File: src/rtl/serial_add_ctrl.sv
// serial_add_ctrl: bit-serial adder controller, one full-adder step per clock, LSB first.
// Optional subtract mode is enabled by defining SERIAL_ADD_SUB_EN.
module serial_add_ctrl #(
    parameter int WIDTH = 8
) (
    input  logic             clk_in,
    input  logic             rst_n_in,
    input  logic             start_in,
    input  logic [WIDTH-1:0] a_in,
    input  logic [WIDTH-1:0] b_in,
    input  logic             c_in,
`ifdef SERIAL_ADD_SUB_EN
    input  logic             sub_in,
`endif
    output logic             ready_out,
    output logic             busy_out,
    output logic [WIDTH-1:0] sum_out,
    output logic             c_out,
    output logic             done_out
);

    localparam int CW = (WIDTH > 2) ? $clog2(WIDTH) : 1;

    // One-hot states so each status output is a state flop bit.
    localparam logic [2:0] IDLE = 3'b001;
    localparam logic [2:0] RUN  = 3'b010;
    localparam logic [2:0] DONE = 3'b100;

    logic [2:0]       st;
    logic [CW-1:0]    cnt;
    logic [WIDTH-1:0] a;
    logic [WIDTH-1:0] b;
    logic [WIDTH-1:0] r;
    logic             cy;
    logic             s;
    logic             co;
    logic             last;
    logic [WIDTH-1:0] b_ld;
    logic             cy_ld;

    assign ready_out = st[0];
    assign busy_out  = st[1];
    assign done_out  = st[2];

    // Shared full-adder cell and final-bit detect.
    always_comb begin
        s    = a[0] ^ b[0] ^ cy;
        co   = (a[0] & b[0]) | (cy & (a[0] ^ b[0]));
        last = cnt == CW'(WIDTH - 1);
    end

    // Operand and carry values captured on the accept edge.
`ifdef SERIAL_ADD_SUB_EN
    always_comb begin
        b_ld  = sub_in ? ~b_in : b_in;
        cy_ld = sub_in | c_in;
    end
`else
    always_comb begin
        b_ld  = b_in;
        cy_ld = c_in;
    end
`endif

    // Sequencer: load on accept, shift one bit per cycle, publish result on the last bit.
    always_ff @(posedge clk_in or negedge rst_n_in) begin
        if (!rst_n_in) begin
            st      <= IDLE;
            cnt     <= '0;
            a       <= '0;
            b       <= '0;
            r       <= '0;
            cy      <= 1'b0;
            sum_out <= '0;
            c_out   <= 1'b0;
        end else begin
            case (st)
                IDLE: begin
                    if (start_in) begin
                        a   <= a_in;
                        b   <= b_ld;
                        cy  <= cy_ld;
                        cnt <= '0;
                        st  <= RUN;
                    end
                end
                RUN: begin
                    a  <= a >> 1;
                    b  <= b >> 1;
                    r  <= {s, r[WIDTH-1:1]};
                    cy <= co;
                    if (last) begin
                        sum_out <= {s, r[WIDTH-1:1]};
                        c_out   <= co;
                        st      <= DONE;
                    end else begin
                        cnt <= cnt + 1'b1;
                    end
                end
                DONE:    st <= IDLE;
                default: st <= IDLE;
            endcase
        end
    end

endmodule

File: config.mk
export PLATFORM = sky130hd
export DESIGN_NAME = serial_add_ctrl
export DESIGN_NICKNAME = d
export VERILOG_FILES = /design/src/rtl/serial_add_ctrl.sv
export SDC_FILE = /design/constraint.sdc
export NUM_CORES = 1
export LEC_CHECK = 0
export CAP_MARGIN = 20
export CORE_MARGIN = 1
export CORE_UTILIZATION = 54
export DETAILED_ROUTE_END_ITERATION = 10
export PLACE_DENSITY_LB_ADDON = 0.2
export SYNTH_ARGS = -nofsm -noshare
export SYNTH_HDL_FRONTEND = slang
export SYNTH_SLANG_ARGS = --single-unit
File: constraint.sdc
create_clock -name clk_in -period 3.7 [get_ports clk_in]
set_input_delay 0.37 -clock clk_in [delete_from_list [all_inputs] [get_ports clk_in]]
set_output_delay 0.37 -clock clk_in [all_outputs]
set_load 0.05 [all_outputs]
; Yosys cells after proc, flatten, opt, wreduce, memory -nomap -nowiden
; Index checks and enable logic that the tools add are counted.
[word_totals]
register_bits = 40
out_inout_bits = 12
wordCells = 37
[op_classes]
n_addsub = 1
eq_ne = 6
n_mux = 12
bitwise_logic = 5
n_reduce_logical = 5
[ops]
columns = operator, n
row1 = one-hot mux 8 bit (2 select lines), 2
row2 = two-way mux 8 bit, 2
row3 = two-way mux 3 bit, 4
row4 = one-hot mux 3 bit (2 select lines), 2
row5 = inequality test 2 bit (second input constant), 3
row6 = AND reduction 2 bit, 3
row7 = adder 3 x 1 -> 3 bit (second input constant), 1
row8 = == test 3 x 1 -> 1 bit (second input constant), 1
row9 = == test 3 x 2 -> 1 bit (second input constant), 1
row10 = == test 3 bit (second input constant), 1
row11 = AND reduction 3 bit, 1
row12 = bitwise AND 1 bit, 2
row13 = one-hot mux 1 bit (2 select lines), 1
row14 = nonzero test 2 bit, 1
row15 = XOR 1 bit, 2
row16 = two-way mux 1 bit, 1
row17 = bitwise OR 1 bit, 1

; Longest topological paths before layout
; Gate-level depths: netlist (run 1).
[depth]
depth_word = 4
ltp_mapped = 6
ltp_nobuf = 5

; Worst setup path after synthesis (run 1)
; OpenSTA, ideal clock, no wires.
[synth_timing]
kind = flip-flop to flip-flop
from = register st[1]
to = register c_out
setup_time_ps = 125
arrival_time_ps = 1653
required_ps = 3575
setup_slack_ps = 1922
stages_incl_launch_ff = 5
n_path_buf = 1
cell_sequence = dfrtp_1 or3b_1 buf_6 nor2_8 mux2_2
[synth_between]
elab_chain_len = 2
[synth_rtl]
columns = element, line_no
row1 = from (decl), 29  ; logic [2:0] st;
row2 = from (signal assigned), 68  ; st <= IDLE;
row3 = from (signal assigned), 84  ; st <= RUN;
row4 = from (signal assigned), 95  ; st <= DONE;
row5 = == test 3 x 2 -> 1 bit, 77  ; case (st)
row6 = AND reduction 2 bit (no line), -
row7 = to (signal assigned), 94  ; c_out <= co;
row8 = to (decl), 18  ; output logic c_out,
; Every way passes these cells.
; A chain may end at the register's enable or synchronous reset.

; Worst setup path after layout (run 1)
[layout_timing]
from = register st[0]
to = output port ready_out
[layout_rtl]
columns = element, line_no
row1 = to (decl), 15  ; output logic ready_out,
; No word-level cell between the ends.

==> results.cfg, run 1 <==
[run_status]
run_status = finished with violations
violations = design-rule violations

[sta]
hold_viol_final = 0
fmax_mhz = 476.6
setup_tns_ns = 0
worstMarginPinSlew_ns = 1.001
maxSlewHeadroom_pct = 33.29
whs_ns = 0.1084
skew_ns = 0.01527
rsz0062_at_grt = false
fin_crit_sh_pct = 56.71
maxSlewViolCount = 0
finalSetupViolCount = 0
post-route-min-period_ns = 2.098

[clock_tree]
clkSlewWorstSetupHoldPaths_ns = 0.12
cts_tree = yes
clk_latency_ns = 0.35
cts_buffers = 5
h-tree-depth = 2
cts_sinks = 39
ctsHoldBuffers = 0
cts_resized = 0
cts_root_buf = clkbuf_4
cts_setup_buffers = 0
clock_path_buffers = 2

[floorplan]
die_h_um = 57.24
die_area_sq_um = 3276
rows = 19
io_pins = 32
die_x_um = 57.24
initial_core_util_pct = 58.25
fp.coreArea_sq_um = 2829

[worst_setup_path]
critPathRequiredTime_ns = 3.33
path_cells = clkdlybuf4s50_1
cp-end-kind = output pin
cp_max_fo = 5
slowest_stage = clkdlybuf4s50_1
worst-setup-path-type = flip-flop to output pin
crit_path_start_kind = flip-flop
path_buf_inv = 1
path_delay_family = buffers and inverters
cp.arrival_ns = 1.73
cpPeakStageDelay_ns = 0.80

[placed_design]
portBuffers = 31
dp_hpwl_mm = 1.983
gp_congestion = 0.7037

[route]
drc = 4
wl_per_cell_um = 15.45
ant_nets = 0
vias = 1036
post_drt_via_cell_ratio = 5.540
drtIter0Drc = 45
dr.pass1.iters = 9
wirelength_mm = 2.889

[grt]
grt_pass1_wl_mm = 4.871
grtUsageTotal_pct = 20.34
antenna_found_initial = 0
grt_overflow_total = 0
grt_pass1_vias = 1050
grt_start_max_net_pins = 40

[synth]
syn_area_per_cell_sq_um = 13.29
synthesis.instances = 124
ys_ff_latch = 39
syn_area_sq_um = 1648
seq_area_frac_synth_pct = 59.30
synth_nets = 147
synth_warnings = 0
synthDistinctLibCells = 21

[layout]
final_cell_mix = 38 x dfrtp_1, 30 x clkdlybuf4s50_1, 17 x mux2_2, 17 x inv_1, 15 x o22ai_1
area_growth_pct = 20.80
nFillCells = 225
final_common_cell = dfrtp_1
drive_gt1_share_pct = 25.00
diodes = 0
final_nets = 178

[run]
cap_viol_max_count = 0

[power_and_ir_drop]
power.switching_uw = 484.8
ir_worst_vdd_v = 0.0004030
clock_power_share_pct = 16.0
p_leak_nw = 0.9495
power_frac_comb_pct = 34.3
p_per_area_nw_per_um2 = 674.0
p_int_uw = 856.9
p_sw_share_pct = 36.13
p_seq_share_pct = 49.7

[worst_hold_path]
hold_path.class = primary input to asynchronous set/reset pin
==> state kept, by name, indices dropped and copies added (netlist names) <==
register,flops
a,8
st,3
cnt,3
cy,1
b,8
sum_out,8
c_out,1
r,7
==> metal layers <==
| metal | GRT usage (%) | up-vias | share of wire (%) |
|---|---|---|---|
| met5 | 0 | - | 0 |
| met4 | 5.575 | 0 | 0.59 |
| met1 | 26.35 | 511 | 45 |
| met2 | 32.44 | 27 | 49 |
| li1 | - | 496 | - |
| met3 | 7.710 | 2 | 5.1 |
==> power groups by stage <==
stage	Clock, mW	Combinational, mW	Sequential (mW)
2_1_floorplan	0	0.366	0.687
3_3_place_gp	0	0.440	0.668
3_5_place_dp	0	0.460	0.678
4_1_cts	0.217	0.462	0.669
5_1_grt	0.240	0.506	0.690
6_report	0.215	0.460	0.667
==> Yosys cell counts <==
cell type	n	area [sq um]
a21oi_1	6	30.03
a21oi_2	9	78.83
a22o_1	4	35.03
and2_4	1	8.760
and4bb_2	1	12.51
buf_12	1	20.02
buf_2	1	5.000
buf_6	2	22.52
clkbuf_1	3	11.26
dfrtp_1	38	950.9
dfstp_2	1	26.28
fa_1	1	20.02
ha_1	2	25.02
inv_1	17	63.81
mux2_2	17	191.4
nand4bb_1	1	11.26
nor2_1	1	3.750
nor2_8	1	20.02
nor4b_1	1	8.760
o22ai_1	15	93.84
or3b_1	1	8.760
==> final timing paths <==
| path | startpoint | endpoint | depth (start not counted) | slack, ns |
|---|---|---|---|---|
| setup / recovery | st[0] | ready_out | 1 | 1.60 |
| hold / removal | rst_n_in | sum_out[4] | 1 | 0.11 |
| setup reg to reg | st[0] | b[7] | 3 | 1.62 |
| hold reg to reg | sum_out[5] | sum_out[5] | 1 | 0.52 |
| max in group asynchronous | rst_n_in | b[1] | 1 | 3.06 |
| min in group clk_in | sum_out[5] | sum_out[5] | 1 | 0.52 |
==> cells by family after synthesis <==
logic type | after synthesis | synth area share (%)
compound gates | 34 | 14.43
fa+ha+maj | 3 | 2.733
buf+inv | 24 | 7.441
flops | 39 | 59.30
mux | 17 | 11.62
simple gates | 7 | 4.480
==> stage by stage <==
stage / cell area [sq um] / util, % / std cells / setup WS [ns] / total power, mW
2_1_floorplan: 1648 / - / 124 / 1.922 / 1.053
3_3_place_gp: 1933 / 68.33 / 179 / 1.466 / 1.107
3_5_place_dp: 1933 / 68.33 / 179 / 1.447 / 1.139
4_1_cts: 1991 / 70.37 / 187 / 1.597 / 1.348
5_1_grt: 1991 / 70.37 / 187 / 1.510 / 1.435
6_report: 1991 / 70.37 / 187 / 1.602 / 1.342
==> layout make-up <==
type,count,area (sq um),share of cell area [%]
clock buffer,5,37.54,1.886
clock inverter,3,20.02,1.006
sequential,39,977.2,49.09
inverter,17,63.81,3.206
multi-input combinational,61,548.0,27.53
timing repair buffer,31,305.3,15.34
tap,31,38.79,1.948
Note: power is estimated with default switching activity, not from simulation.
==> run 2: changes to the inputs <==
--- a/config.mk
+++ b/config.mk
@@ -7,7 +7,7 @@
 export LEC_CHECK = 0
 export CAP_MARGIN = 20
 export CORE_MARGIN = 1
-export CORE_UTILIZATION = 54
+export CORE_UTILIZATION = 45
 export DETAILED_ROUTE_END_ITERATION = 10
 export PLACE_DENSITY_LB_ADDON = 0.2
 export SYNTH_ARGS = -nofsm -noshare
==> constraint.sdc (replaced) <==
create_clock -name clk_in -period 1.7 [get_ports clk_in]
set_input_delay 0.17 -clock clk_in [delete_from_list [all_inputs] [get_ports clk_in]]
set_output_delay 0.17 -clock clk_in [all_outputs]
set_load 0.05 [all_outputs]
==> results.cfg, run 2 (same netlist as run 1, synthesis figures left out) <==
[run_status]
run_status = finished, final reports clean

[sta]
finalSetupViolCount = 0
fin_crit_sh_pct = 97.19
setup_ws_ns = 0.04782
maxSlewViolCount = 0
fmax_mhz = 605.3
whs_ns = 0.2858
hold_viol_final = 0
maxSlewHeadroom_pct = 66.72
post-route-min-period_ns = 1.652
skew_ns = 0.01666
worstMarginPinSlew_ns = 0.4984
rsz0062_at_grt = true

[worst_setup_path]
path_cells = or3b_1 -> nor2_8 -> mux2_2
cpPeakStageDelay_ns = 0.49
crit_path_start_kind = flip-flop
cp-end-kind = flip-flop
path_delay_family = simple AND/OR/NAND/NOR gates
path_buf_inv = 0
crit_start = st[2]
worst-setup-path-type = flip-flop to flip-flop
slowest_stage = or3b_1
cp_max_fo = 10
r2r-start = st[2]
critPathRequiredTime_ns = 1.95
cp.arrival_ns = 1.90

[floorplan]
die_x_um = 62.52
die_h_um = 62.52
initial_core_util_pct = 48.24
fp.coreArea_sq_um = 3416
io_pins = 32
die_area_sq_um = 3908
rows = 21

[route]
drtIter0Drc = 27
vias = 1062
wl_per_cell_um = 14.30
drc = 0
dr.pass1.iters = 3
post_drt_via_cell_ratio = 5.106
wirelength_mm = 2.974
ant_nets = 0

[layout]
final_nets = 184
top_regs = a (8), b (8), sum_out (8)
area_growth_pct = 27.87
final_common_cell = dfrtp_1
final_cell_mix = 36 x dfrtp_1, 18 x clkdlybuf4s50_1, 17 x mux2_2, 17 x inv_1, 15 x o22ai_1
diodes = 0
drive_gt1_share_pct = 30.86
nFillCells = 286

[grt]
grt_pass1_vias = 1119
grtUsageTotal_pct = 17.09
grt_pass1_wl_mm = 5.099
grt_overflow_total = 0
grt_start_max_net_pins = 23
antenna_found_initial = 0

[placed_design]
gp_congestion = 0.6739
dp_hpwl_mm = 2.113
portBuffers = 31
dpl_worst_slack_ns = 0.02157

[clock_tree]
h-tree-depth = 2
clock_path_buffers = 2
clkSlewWorstSetupHoldPaths_ns = 0.13
cts_root_buf = clkbuf_4
clk_latency_ns = 0.36
cts_buffers = 5
cts_sinks = 39
cts_tree = yes

[power_and_ir_drop]
p_per_area_nw_per_um2 = 1552
ir_worst_vdd_v = 0.0008857
p_leak_nw = 1.063

[run]
cap_viol_max_count = 0

[worst_hold_path]
hold_path.class = primary input to asynchronous set/reset pin
==> run 2: report_power, final <==
part	internal [mW]	switching, mW
clock network	0.457	0.318
logic	0.484	0.549
registers	1.26	0.205
==> run 2: what timing repair did <==
item / 4_1_cts / 5_1_grt
cloned: 0 / 0
endpoints found under the hold margin: 19 / 0
setup endpoints to repair: 8 / 4
gates resized for setup: 8 / 2
buffers inserted: 0 / 0
hold buffers: 1 / 0
==> run 2: final timing paths <==
path	to	slack [ns]	cells after the start
max	sum_out[0]	0.05	3
min	sum_out[3]	0.29	2
max reg2reg	sum_out[0]	0.05	3
min reg2reg	sum_out[2]	0.52	1
max in group asynchronous	cy	0.89	3
min in group clk_in	a[4]	0.42	3
==> run 2: final cells by class <==
class | instances | area, sq um | share of cell area [%]
clock inverter | 3 | 67.56 | 3.207
timing repair buffer | 37 | 337.8 | 16.03
sequential | 39 | 979.7 | 46.50
inverter | 17 | 63.81 | 3.029
clock buffer | 5 | 37.54 | 1.781
tap | 46 | 57.56 | 2.732
multi-input combinational | 61 | 563.0 | 26.72
==> run 2: stage by stage <==
step	instances	util (%)	instance area (sq um)	power, mW	setup TNS (ns)
finish	208	61.69	2107	3.270	0
global route	208	61.69	2107	3.483	-0.01785
CTS	208	61.36	2096	3.288	0
detailed placement	199	58.28	1991	2.514	0
global placement	199	58.28	1991	2.453	0
floorplan	124	-	1657	2.300	0
==> run 2: per-layer routing <==
layer  global-route usage (%)  part of all wire, %  vias to the layer above
met5                        0                    0                        -
met4                    6.977                  1.6                        0
met3                    5.109                  4.9                        5
met2                    28.26                   48                       26
met1                    20.80                   45                      523
li1                         -                    -                      508
==> run 2: worst reg2reg max path: stages (launching register included) <==
cell and delay, ns:
dfrtp_2 0.46, or3b_1 0.49, nor2_8 0.23, mux2_2 0.36
==> run 3: changes to the inputs <==
--- a/config.mk
+++ b/config.mk
@@ -6,8 +6,11 @@
 export NUM_CORES = 1
 export LEC_CHECK = 0
 export CAP_MARGIN = 20
+export CELL_PAD_IN_SITES_DETAIL_PLACEMENT = 1
+export CELL_PAD_IN_SITES_GLOBAL_PLACEMENT = 2
+export CORE_ASPECT_RATIO = 1.1
 export CORE_MARGIN = 1
-export CORE_UTILIZATION = 45
+export CORE_UTILIZATION = 31
 export DETAILED_ROUTE_END_ITERATION = 10
 export PLACE_DENSITY_LB_ADDON = 0.2
 export SYNTH_ARGS = -nofsm -noshare
==> results.cfg, run 3 (same netlist as run 1, synthesis figures left out) <==
[grt]
grt_start_max_net_pins = 25
grtUsageTotal_pct = 13.79
grt_pass1_wl_mm = 5.775
antenna_found_initial = 0
grt_overflow_total = 0
grt_pass1_vias = 1149

[power_and_ir_drop]
ir_worst_vdd_v = 0.0004710
p_int_mw = 2.060
p_seq_share_pct = 46.3
clock_power_share_pct = 19.0
p_sw_share_pct = 34.90
p_leak_nw = 1.011
power.switching_mw = 1.105
power_frac_comb_pct = 34.7
p_per_area_nw_per_um2 = 1491

[route]
ant_nets = 0
drc = 0
post_drt_via_cell_ratio = 4.829
wl_per_cell_um = 15.57
vias = 1072
drtIter0Drc = 39
dr.pass1.iters = 4
wirelength_mm = 3.456

[layout]
regArea_sq_um = 979.7
multi_input_area_sq_um = 568.0
top_regs = a (8), b (8), sum_out (8)
drive_gt1_share_pct = 32.32
final_common_cell = dfrtp_1
finalInstanceArea_sq_um = 2123
final_cell_mix = 36 x dfrtp_1, 26 x clkdlybuf4s50_1, 17 x mux2_2, 17 x inv_1, 15 x o22ai_1
nFillCells = 541
area_growth_pct = 28.85
final_nets = 186
diodes = 0

[worst_setup_path]
cp.arrival_ns = 1.45
cp_num_cells = 1
r2r_end = cnt[0]
cp-end-kind = output pin
r2r.worst_path.cells = 5
crit_path_start_kind = flip-flop
path_delay_family = buffers and inverters
slowest_stage = clkdlybuf4s50_1
cpPeakStageDelay_ns = 0.80
critPathRequiredTime_ns = 1.53
r2r-start = cnt[0]
path_cells = clkdlybuf4s50_1
crit_start = sum_out[4]
worst-r2r-setup-slack_ns = 0.11
critPathCapture = sum_out[4]
cp_max_fo = 2
worst-setup-path-type = flip-flop to output pin
path_buf_inv = 1

[clock_tree]
cts_root_buf = clkbuf_8
clock_path_buffers = 2
clk_latency_ns = 0.29
h-tree-depth = 2
clkSlewWorstSetupHoldPaths_ns = 0.07
cts_buffers = 5
cts_tree = yes
cts_sinks = 39

[sta]
maxSlewViolCount = 0
fmax_mhz = 618.7
rsz0062_at_grt = true
finalSetupViolCount = 0
post-route-min-period_ns = 1.616
setup_tns_ns = 0
setup_ws_ns = 0.08374
fin_crit_sh_pct = 95.07
whs_ns = 0.3885
worstMarginPinSlew_ns = 0.5319
skew_ns = 0.001351
maxSlewHeadroom_pct = 64.54
hold_viol_final = 0

[placed_design]
dp_hpwl_mm = 2.377
portBuffers = 31
dpl_worst_slack_ns = 0.06162
gp_congestion = 0.6858
dpl_cell_area_sq_um = 2011

[floorplan]
die_x_um = 71.52
fp.coreArea_sq_um = 5067
initial_core_util_pct = 32.52
die_h_um = 78.47
rows = 27
die_area_sq_um = 5611
io_pins = 32

[worst_hold_path]
hold_path.class = primary input to asynchronous set/reset pin

[run]
cap_viol_max_count = 0

[run_status]
run_status = finished, final reports clean
==> run 3: how the worst min path moves through the flow <==
stage,to
finish,sum_out[5]
global route,b[6]
CTS,b[3]
detailed placement,sum_out[5]
global placement,sum_out[5]
floorplan,a[0]
==> run 3: stage by stage <==
step	util [%]	total power, mW	std cells
detailed placement	39.68	2.568	212
CTS	41.48	3.191	221
global placement	39.68	2.501	212
floorplan	-	2.300	124
global route	41.90	3.409	222
finish	41.90	3.165	222
==> run 3: what timing repair did <==
action	in CTS	in global routing
hold buffers	1	0
endpoints found under the hold margin	22	0
setup endpoints to repair	0	1
gates resized for setup	0	3
buffers inserted	0	1
==> run 3: layout make-up <==
type / count / share of cell area (%)
sequential: 39 / 46.14
tap: 58 / 3.418
timing repair buffer: 39 / 16.85
inverter: 17 / 3.005
clock buffer: 7 / 3.595
multi-input combinational: 61 / 26.75
clock inverter: 1 / 0.2357
==> run 3: power groups by stage <==
| stage | Combinational (mW) | Clock, mW | Sequential, mW |
|---|---|---|---|
| after floorplan | 0.801 | 0 | 1.50 |
| after global placement | 1.04 | 0 | 1.46 |
| after detailed placement | 1.09 | 0 | 1.48 |
| after CTS | 1.10 | 0.627 | 1.47 |
| after global routing | 1.23 | 0.670 | 1.51 |
| final | 1.10 | 0.603 | 1.47 |
==> run 3: routing by layer <==
| metal | vias to the layer above | routed length, um | global-route usage [%] |
|---|---|---|---|
| met5 | - | 0 | 0 |
| met4 | 0 | 53 | 5.294 |
| met3 | 6 | 172 | 5.006 |
| met2 | 27 | 1620 | 21.81 |
| met1 | 529 | 1609 | 17.15 |
| li1 | 510 | - | - |
